===== config.mk =====
export PLATFORM = sky130hd
export DESIGN_NAME = axi_line_xfer
export DESIGN_NICKNAME = d
export VERILOG_FILES = /design/src/rtl/axi_line_xfer.sv
export SDC_FILE = /design/constraint.sdc
export NUM_CORES = 1
export LEC_CHECK = 0
export ABC_AREA = 1
export CORE_AREA = 5 5 106 108
export DETAILED_ROUTE_END_ITERATION = 10
export DIE_AREA = 0 0 111 113
export GPL_ROUTABILITY_DRIVEN = 0
export MAX_ROUTING_LAYER = met4
export PLACE_DENSITY = 0.76
export SLEW_MARGIN = 20
export SYNTH_ARGS = -nofsm -noshare
export SYNTH_HDL_FRONTEND = slang
export SYNTH_SLANG_ARGS = --single-unit
export TNS_END_PERCENT = 1

===== constraint.sdc =====
create_clock -name i_clk -period 1.8 [get_ports i_clk]
set_input_delay 0.36 -clock i_clk [delete_from_list [all_inputs] [get_ports i_clk]]
set_output_delay 0.36 -clock i_clk [all_outputs]
set_load 0.01 [all_outputs]

===== src/rtl/axi_line_xfer.sv =====
// AXI4 INCR burst master moving one cache line between the line shift FIFO and memory.
// Optional watchdog escape enabled by defining AXI_XFER_TIMEOUT_EN.
module axi_line_xfer #(
    parameter int AXI_ADDR_WIDTH = 32,
    parameter int AXI_DATA_WIDTH = 32,
    parameter int BLOCK_WIDTH    = 512,
    parameter int TIMEOUT_CYCLES = 1024
) (
    input  logic                        i_clk,
    input  logic                        i_rstn,
    input  logic                        i_start_read,
    input  logic                        i_start_write,
    input  logic [AXI_ADDR_WIDTH-1:0]   i_addr,
    input  logic [AXI_DATA_WIDTH-1:0]   i_wb_data,
    output logic                        o_rd_active,
    output logic                        o_wr_active,
    output logic                        o_beat_valid,
    output logic [AXI_DATA_WIDTH-1:0]   o_beat_data,
    output logic                        o_wb_shift,
    output logic                        o_busy,
    output logic                        o_done,
    output logic                        o_error,
    output logic                        o_arvalid,
    input  logic                        i_arready,
    output logic [AXI_ADDR_WIDTH-1:0]   o_araddr,
    output logic [7:0]                  o_arlen,
    output logic [2:0]                  o_arsize,
    output logic [1:0]                  o_arburst,
    input  logic                        i_rvalid,
    output logic                        o_rready,
    input  logic [AXI_DATA_WIDTH-1:0]   i_rdata,
    input  logic [1:0]                  i_rresp,
    input  logic                        i_rlast,
    output logic                        o_awvalid,
    input  logic                        i_awready,
    output logic [AXI_ADDR_WIDTH-1:0]   o_awaddr,
    output logic [7:0]                  o_awlen,
    output logic [2:0]                  o_awsize,
    output logic [1:0]                  o_awburst,
    output logic                        o_wvalid,
    input  logic                        i_wready,
    output logic [AXI_DATA_WIDTH-1:0]   o_wdata,
    output logic [AXI_DATA_WIDTH/8-1:0] o_wstrb,
    output logic                        o_wlast,
    input  logic                        i_bvalid,
    output logic                        o_bready,
    input  logic [1:0]                  i_bresp
);

    localparam int BEATS       = BLOCK_WIDTH / AXI_DATA_WIDTH;
    localparam int BLOCK_BYTES = BLOCK_WIDTH / 8;
    localparam int CNT_W       = (BEATS > 1) ? $clog2(BEATS) : 1;

    localparam logic [AXI_ADDR_WIDTH-1:0] OFF_MASK = AXI_ADDR_WIDTH'(BLOCK_BYTES - 1);

    localparam logic [2:0] S_IDLE    = 3'd0;
    localparam logic [2:0] S_RD_ADDR = 3'd1;
    localparam logic [2:0] S_RD_DATA = 3'd2;
    localparam logic [2:0] S_WR_ADDR = 3'd3;
    localparam logic [2:0] S_WR_DATA = 3'd4;
    localparam logic [2:0] S_WR_RESP = 3'd5;

    if ((BLOCK_WIDTH % AXI_DATA_WIDTH) != 0 || BEATS > 256 || AXI_DATA_WIDTH < 8 ||
        TIMEOUT_CYCLES < 1) begin : g_bad_cfg
        $error("axi_line_xfer: invalid parameter set");
    end

    logic [2:0]                state;
    logic [CNT_W-1:0]          cnt;
    logic [AXI_ADDR_WIDTH-1:0] addr;
    logic                      err;
    logic                      done;
    logic                      last_beat;
    logic                      timeout;

    assign last_beat = (cnt == CNT_W'(BEATS - 1));

`ifdef AXI_XFER_TIMEOUT_EN
    localparam int WD_W = $clog2(TIMEOUT_CYCLES + 1);

    logic [WD_W-1:0] wdog;
    logic            hs;

    // Handshake on whichever channel the current state is waiting on.
    always_comb begin
        hs = 1'b0;
        case (state)
            S_RD_ADDR: hs = i_arready;
            S_RD_DATA: hs = i_rvalid;
            S_WR_ADDR: hs = i_awready;
            S_WR_DATA: hs = i_wready;
            S_WR_RESP: hs = i_bvalid;
            default:   hs = 1'b0;
        endcase
    end

    assign timeout = (state != S_IDLE) && !hs && (wdog == WD_W'(TIMEOUT_CYCLES - 1));

    always_ff @(posedge i_clk) begin
        if (!i_rstn || state == S_IDLE || hs || timeout) begin
            wdog <= '0;
        end else begin
            wdog <= wdog + 1'b1;
        end
    end
`else
    assign timeout = 1'b0;
`endif

    always_ff @(posedge i_clk) begin
        if (!i_rstn) begin
            state <= S_IDLE;
            cnt   <= '0;
            addr  <= '0;
            err   <= 1'b0;
            done  <= 1'b0;
        end else begin
            done <= 1'b0;
            if (timeout) begin
                state <= S_IDLE;
                done  <= 1'b1;
                err   <= 1'b1;
            end else begin
                case (state)
                    S_IDLE: begin
                        if (i_start_write || i_start_read) begin
                            state <= i_start_write ? S_WR_ADDR : S_RD_ADDR;
                            addr  <= i_addr & ~OFF_MASK;
                            cnt   <= '0;
                            err   <= 1'b0;
                        end
                    end
                    S_RD_ADDR: if (i_arready) state <= S_RD_DATA;
                    S_RD_DATA: begin
                        if (i_rvalid) begin
                            cnt <= cnt + 1'b1;
                            // Counter decides burst end; a disagreeing rlast only flags an error.
                            if (i_rresp != 2'b00 || i_rlast != last_beat) err <= 1'b1;
                            if (last_beat) begin
                                state <= S_IDLE;
                                done  <= 1'b1;
                            end
                        end
                    end
                    S_WR_ADDR: if (i_awready) state <= S_WR_DATA;
                    S_WR_DATA: begin
                        if (i_wready) begin
                            cnt <= cnt + 1'b1;
                            if (last_beat) state <= S_WR_RESP;
                        end
                    end
                    S_WR_RESP: begin
                        if (i_bvalid) begin
                            if (i_bresp != 2'b00) err <= 1'b1;
                            state <= S_IDLE;
                            done  <= 1'b1;
                        end
                    end
                    default: state <= S_IDLE;
                endcase
            end
        end
    end

    assign o_rd_active  = (state == S_RD_ADDR) || (state == S_RD_DATA);
    assign o_wr_active  = (state == S_WR_ADDR) || (state == S_WR_DATA) || (state == S_WR_RESP);
    assign o_busy       = (state != S_IDLE);
    assign o_done       = done;
    assign o_error      = err;

    assign o_arvalid    = (state == S_RD_ADDR);
    assign o_araddr     = addr;
    assign o_arlen      = 8'(BEATS - 1);
    assign o_arsize     = 3'($clog2(AXI_DATA_WIDTH / 8));
    assign o_arburst    = 2'b01;

    assign o_rready     = (state == S_RD_DATA);
    assign o_beat_valid = (state == S_RD_DATA) && i_rvalid;
    assign o_beat_data  = i_rdata;

    assign o_awvalid    = (state == S_WR_ADDR);
    assign o_awaddr     = addr;
    assign o_awlen      = 8'(BEATS - 1);
    assign o_awsize     = 3'($clog2(AXI_DATA_WIDTH / 8));
    assign o_awburst    = 2'b01;

    assign o_wvalid     = (state == S_WR_DATA);
    assign o_wdata      = i_wb_data;
    assign o_wstrb      = '1;
    assign o_wlast      = (state == S_WR_DATA) && last_beat;
    assign o_wb_shift   = (state == S_WR_DATA) && i_wready;

    assign o_bready     = (state == S_WR_RESP);

endmodule


Word level (Yosys, flattened, before mapping)
Index checks and enable logic that the tools add are counted.
{ "word_totals": {"wordCells": 65, "input_bits": 110, "output_inout_bits": 171, "reg_bits": 35} }
{ "classes": {"n_reduce_logical": 18, "eq_ne": 17, "n_addsub": 1, "mux": 24} }
{ "ops": {"columns": ["cell", "count"], "rows": [
  ["$mux 3", 8],
  ["$pmux 3 s6", 1],
  ["$ne 2x1->1 const B", 7],
  ["$mux 4", 3],
  ["$pmux 4 s3", 1],
  ["$reduce_bool 3->1", 3],
  ["$mux 1", 8],
  ["$reduce_and 8->1", 1],
  ["$eq 3x2->1 const B", 2],
  ["$eq 3x3->1 const B", 2],
  ["$ne 2x2->1 const B", 3],
  ["$reduce_and 6->1", 1],
  ["$logic_or 1x1->1", 5],
  ["$add 4x1->4 const B", 1],
  ["$eq 4x4->1 const B", 1],
  ["$reduce_and 4->1", 1],
  ["$reduce_bool 2->1", 2],
  ["$eq 3x1->1 const B", 1],
  ["$logic_and 1x1->1", 3],
  ["$logic_not 3->1", 1],
  ["$pmux 1 s3", 1],
  ["$mux 2", 1],
  ["$pmux 1 s2", 1],
  ["$reduce_and 2->1", 1],
  ["$ne 1x1->1", 1]
]} }

Logic depth before layout (Yosys ltp)
Gate-level depths: netlist of the first run.
{ "depth": {"depth_word": 6, "depth_mapped": 10, "depth_no_buf": 9} }

Least setup slack after synthesis of the first run
No wires, ideal clock.
{ "synth_timing": {"path_type": "register to register", "startpoint": "register state[1]", "endpoint": "register addr[11], in the netlist o_araddr[11]", "period_less_slack_ns": 1.362, "n_path_buf": 3, "required_time_ns": 1.682, "t_arrival_ns": 1.244, "setup_slack_ns": 0.438, "setup_time_ns": 0.118, "path_stages_with_launch": 9, "path_cell_list": "dfxtp_1 > buf_6 > nor2_8 > nand2_2 > or2_1 > buf_6 > buf_6 > o21ai_1 > a21oi_2"} }
{ "synth_between": {"elab_chain_len": 2} }
{ "synth_lines": {"columns": ["element", "line", "text"], "rows": [
  ["start, declared", "68", "logic [2:0] state;"],
  ["start signal, assigned", "127", "state <= i_start_write ? S_WR_ADDR : S_RD_ADDR;"],
  ["$logic_not 3->1", "124", "case (state)"],
  ["$reduce_and 2->1 (no source line)", null, null],
  ["end signal, assigned", "128", "addr <= i_addr & ~OFF_MASK;"],
  ["end, declared", "70", "logic [AXI_ADDR_WIDTH-1:0] addr;"]
]} }
No other way between the ends.
A chain may end at the register's enable or synchronous reset.

Final worst setup path of the first run
{ "layout_timing": {"startpoint": "register state[1]", "endpoint": "output port o_wr_active"} }
{ "layout_between": {"elab_chain_len": 3, "elab_cells_between_ends": 5, "classes_between": "eq/ne: 3; reduce/logical: 2"} }
{ "layout_lines": {"columns": ["element", "line", "text"], "rows": [
  ["$eq 3x2->1 or $eq 3x3->1 (tied branches)", "166", "assign o_wr_active = (state == S_WR_ADDR) || (state == S_WR_DATA) || (state == S_WR_RESP);"],
  ["$logic_or 1x1->1", "166", null],
  ["$logic_or 1x1->1 (*)", "166", null],
  ["end, declared", "16", "output logic o_wr_active,"]
]} }
Mark *: on every way between the ends. The rest lies on a longest branch, timed or not.

==> results of run 1 <==
cells by family after synthesis:
family,after synthesis,share of synthesized area (%)
adder cells (fa/ha/maj),1,0.461
XOR/XNOR,2,0.646
other,2,0.277
AO/OA/AOI/OAI,65,13.4
AND/OR/NAND/NOR,71,13.1
buffers and inverters,185,46.3
flip-flops,35,25.8
sequential cells by signal (all words and copies together), names as in the netlist:
signal,flops
o_error,1
state,3
cnt,4
o_done,1
o_araddr,26
through the flow:
step                instance area [um^2]  worst slack, ns  total power [mW]
global route                        3260          -0.0105              4.96
detailed placement                  3130           -0.121              3.98
CTS                                 3240         0.000197              4.63
global placement                    3130           -0.113              3.90
floorplan                           2860            0.438              3.14
finish                              3260           0.0729              4.58
area by class of cell:
cell class / count / share of cell area, %
clock buffer: 7 / 2.95
clock inverter: 1 / 0.230
inverter: 41 / 4.87
multi-input combinational: 181 / 28.5
sequential: 35 / 21.8
tap: 136 / 5.21
timing repair buffer: 122 / 36.5
worst paths after layout:
kind / startpoint / to / slack [ns] / depth (start not counted)
min reg2reg: o_error / o_error / 0.46 / 2
max reg2reg: state[1] / o_araddr[22] / 0.17 / 8
max: state[1] / o_wr_active / 0.07 / 7
min: o_error / o_error / 0.46 / 2
power by group through the flow:
stage	Clock (mW)	Combinational, mW	Sequential [mW]
final	0.641	2.63	1.30
after global routing	0.725	2.88	1.35
after global placement	0	2.62	1.28
after floorplan	0	1.80	1.33
after detailed placement	0	2.68	1.30
after CTS	0.693	2.64	1.30
repair_timing:
action | in CTS | in global routing
gates resized for setup | 19 | 7
pin swaps | 0 | 0
cloned | 0 | 0
endpoints found under the setup margin | 11 | 5
cells in the final DEF, fill, tap and decap left out, drive strengths merged:
cell type       n
clkinv          1
or2             1
nand3          12
nor2           21
xor2            1
a21oi          34
buf            18
nand2          34
dfxtp          35
nand3b          1
clkdlybuf4s50  93
conb           42
dlygate4sd2     9
o21ai          31
clkinvlp        1
ha              1
inv            40
clkbuf          7
clkdlybuf4s15   2
xnor2           1
nand4           2
worst max-delay path: cells and delay by family (launching register included):
| family | cells | cell delay (ns) |
|---|---|---|
| DFF | 1 | 0.33 |
| buffers and inverters | 3 | 0.47 |
| and+or+nand+nor | 4 | 0.29 |
layer usage:
metal	part of all wire, %	global-route usage (%)	vias to the layer above
met4	1.5	2.71	0
met3	13	5.45	13
met1	37	9.95	883
met2	48	16.3	138
li1	-	-	997
met5	0	-	-
==> run metrics, run 1 <==
EDFF count, synth 0; Post-DRT Antenna Nets 0; CTS tree yes; DRT iter0 DRCs between 40 and 50; Clk Latency, worst-skew pair between 0.2 and 0.3 ns; slowest stage delay, CP 0.33 ns; initial core utilization between 20% and 30%; maximum clock rate about 580 MHz; Reg power frac around 28%; ant diodes 0; Synth top area share 36.8%; HPWL Detailed just over 5000 um; CP dominant cell by count nand2_1; status finished, final reports clean; cells after synthesis between 300 and 400; CP Data Arrival Time 1.37 ns; clk slew on worst S/H paths ~0.07 ns; CP Capture Type primary output; width of the die 111 um; Net Switching ~1.8 mW; FILL cells roughly 1100; largest net degree at the start of global routing 39; setup tns final 0 ns; CP cell instances buf_4 > nor2_8 > nand2_4 > nand2_1 > inv_1 > nand2_1 > dlygate4sd2_1; DRT Wirelength ~6400 um; dpl cells ~520; Final Hold Fails 0; Synth cell types 27; sequential share of the synthesized area 25.8%; non-filler cells, final about 520; Final setup viols 0; NumNets Final 497; area of the multi-input gates between 900 and 1000 um^2; fraction of registers with async set/reset 0%; drt first pass iters 4; Seq cells post-synth 35; Req. time, crit path roughly 1.4 ns; synth-to-layout area growth 20.2%; Synth Cell Area about 2700 um^2; Setup Skew about 0.015 ns; max-cap violation count 0; final core occ between 30% and 40%; Comb power frac between 50 and 60%; final worst path period need ~1.7 ns; Main synth FF type dfxtp_1; P_int approximately 2.7 mW; Die Ht 113 um; drt drc 0; most common cell in the netlist buf_4; max-slew violations 0; Port Buffers between 100 and 150; YS warnings 0; share of post-route cells with drive strength above 1 14.7%; first-pass GRT wire length 9870 um; pwr dens roughly 1400 nW/um^2; Core Footprint 10100 um^2; CP Class reg2out; GRT Overall Usage under 10%; leading post-synthesis cells by cell area buf_4 (37%), dfxtp_1 (26%), inv_1 (5.5%), a21oi_1 (5.0%), nand2_1 (4.1%); Crit-path slowest cell dfxtp_2; Ports about 280; vias in the first global route 1980; most frequent cells after synthesis buf_4 (133), inv_1 (40), dfxtp_1 (35); maximum clock insertion buffer count 2; Final Cycle Share between 90% and 100%; worst hold path class reg2reg; initial antenna violation count 0; Peak supply drop a little under 0.5 mV; CTS buffer count 5; Avg WL per Cell around 12 um; Clock power frac 14.0%; Sink Count 35; via count roughly 2000; post-CTS setup buffer count 0; Avg Vias per Cell around 3.9; cell accounting for the most synthesized area buf_4; hold_buf cts 0; Critical Path Fanout Max 5; FF/Latch Area just over 700 um^2; Root Buffer clkbuf_8; hold slack approximately 0.46 ns; leakage power total between 1 and 1.5 nW; sw frac roughly 40%; Avg Inst Size Synth between 7 and 8 um^2; row cnt 37; htree depth 2; Die ar. between 10000 and 15000 um^2; RSZ-0062 raised after global routing true; gr ovfl total 0; Setup crit start kind flop
Note: power is estimated with default switching activity, not from simulation.
==> run 2: changes to the inputs <==
--- a/config.mk
+++ b/config.mk
@@ -6,12 +6,13 @@
 export NUM_CORES = 1
 export LEC_CHECK = 0
 export ABC_AREA = 1
+export CAP_MARGIN = 20
 export CORE_AREA = 5 5 106 108
 export DETAILED_ROUTE_END_ITERATION = 10
 export DIE_AREA = 0 0 111 113
 export GPL_ROUTABILITY_DRIVEN = 0
 export MAX_ROUTING_LAYER = met4
-export PLACE_DENSITY = 0.76
+export PLACE_DENSITY_LB_ADDON = 0.05
 export SLEW_MARGIN = 20
 export SYNTH_ARGS = -nofsm -noshare
 export SYNTH_HDL_FRONTEND = slang
==> run metrics, run 2 (same netlist as run 1, synthesis figures left out) <==
status finished, final reports clean; worst setup margin around 0.091 ns; initial antenna violation count 0; CP Capture Type primary output; Final setup viols 0; leakage power total ~1.5 nW; Avg WL per Cell around 12 um; first-pass GRT wire length 10000 um; Setup Skew ~0.015 ns; CTS tree yes; share of post-route cells with drive strength above 1 between 10% and 20%; Core Footprint 10100 um^2; synth-to-layout area growth 22.3%; FF/Latch Area 709 um^2; Buf+Inv Stages, Crit Path 3; NumNets Final roughly 500; Port Buffers approximately 100; Die ar. around 13000 um^2; maximum clock insertion buffer count 2; post-CTS setup buffer count 0; Crit-path slowest cell dfxtp_2; Root Buffer clkbuf_8; Clk Latency, worst-skew pair between 0.2 and 0.3 ns; Post-DRT Antenna Nets 0; Clock power frac 13.3%; GRT Overall Usage between 10% and 20%; Die Ht approximately 110 um; htree depth 2; FILL cells between 1000 and 1500; DRT Wirelength about 6500 um; Setup crit start kind flop; sw frac slightly below 40%; initial core utilization about 27%; gr ovfl total 0; maximum clock rate 585 MHz; Req. time, crit path 1.44 ns; CTS buffer count 5; area of the multi-input gates a little over 900 um^2; row cnt 37; family with the most delay on the worst path buffers and inverters; Net Switching between 1.5 and 2 mW; RSZ-0062 raised after global routing false; Peak supply drop a little under 0.4 mV; Reg power frac between 20% and 30%; max-slew violations 0; drt first pass iters 4; Avg Vias per Cell 3.79; via count about 2000; CP cell instances buf_12 > nor2_8 > nand2_2 > buf_4 > nor2_1 > clkdlybuf4s15_1; Comb power frac 59.0%; Ports about 280; drt drc 0; worst hold path class reg2reg; Largest register FFs 26; pwr dens roughly 1400 nW/um^2; DRT iter0 DRCs 60; most common cell after layout, fill and taps aside clkdlybuf4s50_1; Critical Path Fanout Max 7; largest net degree at the start of global routing 34; hold_buf cts 0; Final Hold Fails 0; most frequent cells in the layout clkdlybuf4s50_1 (93), conb_1 (42), inv_1 (40); P_int approximately 2.8 mW; Post-Place Setup Slack -0.103 ns; CP Class reg2out; CP Data Arrival Time around 1.4 ns; Sink Count 35; vias in the first global route 2009; Final Cycle Share a little over nine tenths; HPWL Detailed a little over 5000 um; slowest stage delay, CP between 0.3 and 0.4 ns; max-cap violation count 0; ant diodes 0; final worst path period need approximately 1.7 ns; width of the die between 100 and 150 um; clk slew on worst S/H paths 0.07 ns; final core occ 32.7%
[run 2: what timing repair did]
item	CTS	global route
gates resized for setup	17	8
hold endpoints to repair	0	0
setup endpoints to repair	11	7
[run 2: worst register-to-register path, stage by stage (launching register included)]
cell and delay [ns]:
dfxtp_2 0.33, buf_12 0.13, nor2_8 0.08, buf_4 0.14, nand2_2 0.06, or2_2 0.33
buf_12 0.18, o21ai_0 0.19, a21oi_1 0.06
[run 2: worst paths after layout]
| kind | from | end | slack, ns | cells after the start |
|---|---|---|---|---|
| max | state[1] | o_wb_shift | 0.09 | 6 |
| min | o_error | o_error | 0.44 | 2 |
| max reg2reg | state[1] | o_araddr[21] | 0.20 | 8 |
| min reg2reg | o_error | o_error | 0.44 | 2 |
[run 2: power by group through the flow]
stage                     Sequential, mW  Clock [mW]  Combinational [mW]
after floorplan                     1.33           0                1.80
after global placement              1.29           0                2.78
after detailed placement            1.29           0                2.78
after CTS                           1.28       0.659                2.76
after global routing                1.33       0.689                2.96
final                               1.28       0.608                2.71
[run 2: routing by layer]
metal / share of wire [%] / vias up / GRT usage (%)
met5: 0 / - / -
met4: 3.3 / 0 / 4.93
met3: 7.6 / 25 / 3.80
met2: 46 / 109 / 15.8
met1: 43 / 869 / 11.7
li1: - / 1019 / -
[run 2: layout make-up]
type                    count  area share [%]
well taps                 136            5.13
clock inverters             1           0.264
flip-flops and latches     35            21.4
repair buffers            133            38.5
multi-input cells         181            27.5
clock buffers               7            2.60
inverters                  41            4.68
[run 2: through the flow]
| stage | power, mW | hold WS (ns) | cell area (um^2) | cells | TNS [ns] |
|---|---|---|---|---|---|
| finish | 4.59 | 0.445 | 3320 | 534 | 0 |
| global route | 4.98 | 0.470 | 3320 | 534 | 0 |
| CTS | 4.70 | 0.452 | 3320 | 534 | -0.165 |
| detailed placement | 4.07 | 0.440 | 3230 | 526 | -0.542 |
| global placement | 4.07 | 0.440 | 3230 | 526 | -0.259 |
| floorplan | 3.14 | 0.469 | 2860 | 401 | 0 |
==> run 3: changes to the inputs <==
--- a/config.mk
+++ b/config.mk
@@ -8,13 +8,12 @@
 export ABC_AREA = 1
 export CAP_MARGIN = 20
 export CORE_AREA = 5 5 106 108
+export CTS_CLUSTER_SIZE = 28
 export DETAILED_ROUTE_END_ITERATION = 10
 export DIE_AREA = 0 0 111 113
-export GPL_ROUTABILITY_DRIVEN = 0
 export MAX_ROUTING_LAYER = met4
 export PLACE_DENSITY_LB_ADDON = 0.05
 export SLEW_MARGIN = 20
 export SYNTH_ARGS = -nofsm -noshare
 export SYNTH_HDL_FRONTEND = slang
 export SYNTH_SLANG_ARGS = --single-unit
-export TNS_END_PERCENT = 1
==> run metrics, run 3 (same netlist as run 1, synthesis figures left out) <==
hold depth 2; Post-DRT Antenna Nets 0; Ports 281; CTS tree yes; drt first pass iters 4; ant diodes 0; row cnt 37; Final Cycle Share between 90% and 100%; Root Buffer clkbuf_8; synth-to-layout area growth 22.1%; DRT iter0 DRCs 46; max-cap violation count 0; hold endpoint o_error; Post-Place Setup Slack -0.103 ns; Critical Path Fanout Max 7; width of the die between 100 and 150 um; via count around 2000; NumNets Final 508; final worst path period need 1.71 ns; r2r endpoint o_araddr[21]; hold_buf cts 0; Placer Congestion roughly 0.77; leakage power total roughly 1.5 nW; worst hold path class reg2reg; Avg WL per Cell approximately 12 um; Port Buffers 104; post-CTS setup buffer count 0; Final Hold Fails 0; Die ar. 12500 um^2; Reg power frac approximately 28%; reg2reg start state[1]; CTS resizes 19; Die Ht about 110 um; initial antenna violation count 0; CTS buffer count 5; pwr dens approximately 1400 nW/um^2; slowest stage delay, CP approximately 0.33 ns; maximum clock rate ~590 MHz; Largest register FFs 26; HPWL Detailed slightly above 5000 um; maximum clock insertion buffer count 2; P_int approximately 2.8 mW; CP Data Arrival Time approximately 1.4 ns; share of post-route cells with drive strength above 1 between 10% and 20%; worst setup margin a little over 0.09 ns; Hold Startpoint o_error; FF-to-FF setup slack roughly 0.20 ns; max-slew violations 0; Avg Vias per Cell 3.79; Worst Reg2Reg Path Length in Cells 8; Crit-path slowest cell dfxtp_2; DRT Wirelength approximately 6500 um; gr ovfl total 0; first-pass GRT wire length about 10000 um; Setup crit start kind flop; initial core utilization a little over a quarter; CP Class reg2out; Core Footprint ~10000 um^2; Net Switching 1.81 mW; Sink Count 35; largest net degree at the start of global routing 34; Clk Latency, worst-skew pair 0.29 ns; RSZ-0062 raised after global routing false; Peak supply drop between 0.3 and 0.4 mV; CP Capture Type primary output; GRT Overall Usage about a tenth; Final setup viols 0; clk slew on worst S/H paths about 0.07 ns; setup tns final 0 ns; htree depth 2; CP startpoint state[1]; Clock power frac around an eighth; Req. time, crit path 1.44 ns; most frequent cells in the layout clkdlybuf4s50_1 (93), conb_1 (42), inv_1 (40); sw frac ~40%; Setup Skew roughly 0.014 ns; hold slack about 0.44 ns; Comb power frac between 50% and 60%; status finished, final reports clean; vias in the first global route 2009; CP cell instances buf_12 > nor2_8 > nand2_2 > buf_4 > nor2_1 > clkdlybuf4s15_1; drt drc 0; most common cell after layout, fill and taps aside clkdlybuf4s50_1
-- run 3: worst max-delay path by stage --
stage,endpoint,slack (ns),cells after the start
floorplan,o_araddr[11],0.44,8
global placement,o_beat_valid,-0.11,4
detailed placement,o_beat_valid,-0.10,4
CTS,o_wlast,0.006,6
global route,o_wr_active,0.009,6
finish,o_wb_shift,0.09,6
-- run 3: final cells by class --
cell class              instances  area (um^2)
well taps                     136          170
repair buffers                133         1270
clock inverters                 1         8.76
fillers                      1109         6820
clock buffers                   7         86.3
inverters                      41          155
flip-flops and latches         35          709
multi-input cells             181          912
-- run 3: worst max-delay path: cells and delay by family (launching register included) --
kind / cells / cell delay, ns
AND/OR/NAND/NOR: 3 / 0.24
buffers and inverters: 3 / 0.51
flip-flops: 1 / 0.33
-- run 3: power by group through the flow --
| stage | logic [mW] | clock network, mW | registers [mW] |
|---|---|---|---|
| 3_3_place_gp | 2.78 | 0 | 1.29 |
| 6_report | 2.70 | 0.608 | 1.27 |
| 3_5_place_dp | 2.78 | 0 | 1.29 |
| 2_1_floorplan | 1.80 | 0 | 1.33 |
| 4_1_cts | 2.75 | 0.659 | 1.29 |
| 5_1_grt | 2.95 | 0.689 | 1.33 |
-- run 3: layer usage --
| metal | share of wire (%) | vias up | wire (um) | global-route usage (%) |
|---|---|---|---|---|
| li1 | - | 1019 | - | - |
| met1 | 43 | 869 | 2800 | 11.7 |
| met2 | 46 | 109 | 2960 | 15.8 |
| met3 | 7.6 | 25 | 494 | 3.80 |
| met4 | 3.3 | 0 | 214 | 4.93 |
| met5 | 0 | - | 0 | - |
-- run 3: metrics by stage --
stage          total power [mW]  utilization [%]  instances  instance area (um^2)
2_1_floorplan              3.14                -        401                  2860
5_1_grt                    4.97             32.7        534                  3310
3_3_place_gp               4.07             31.9        526                  3230
4_1_cts                    4.70             32.8        534                  3330
6_report                   4.59             32.7        534                  3310
3_5_place_dp               4.07             31.9        526                  3230
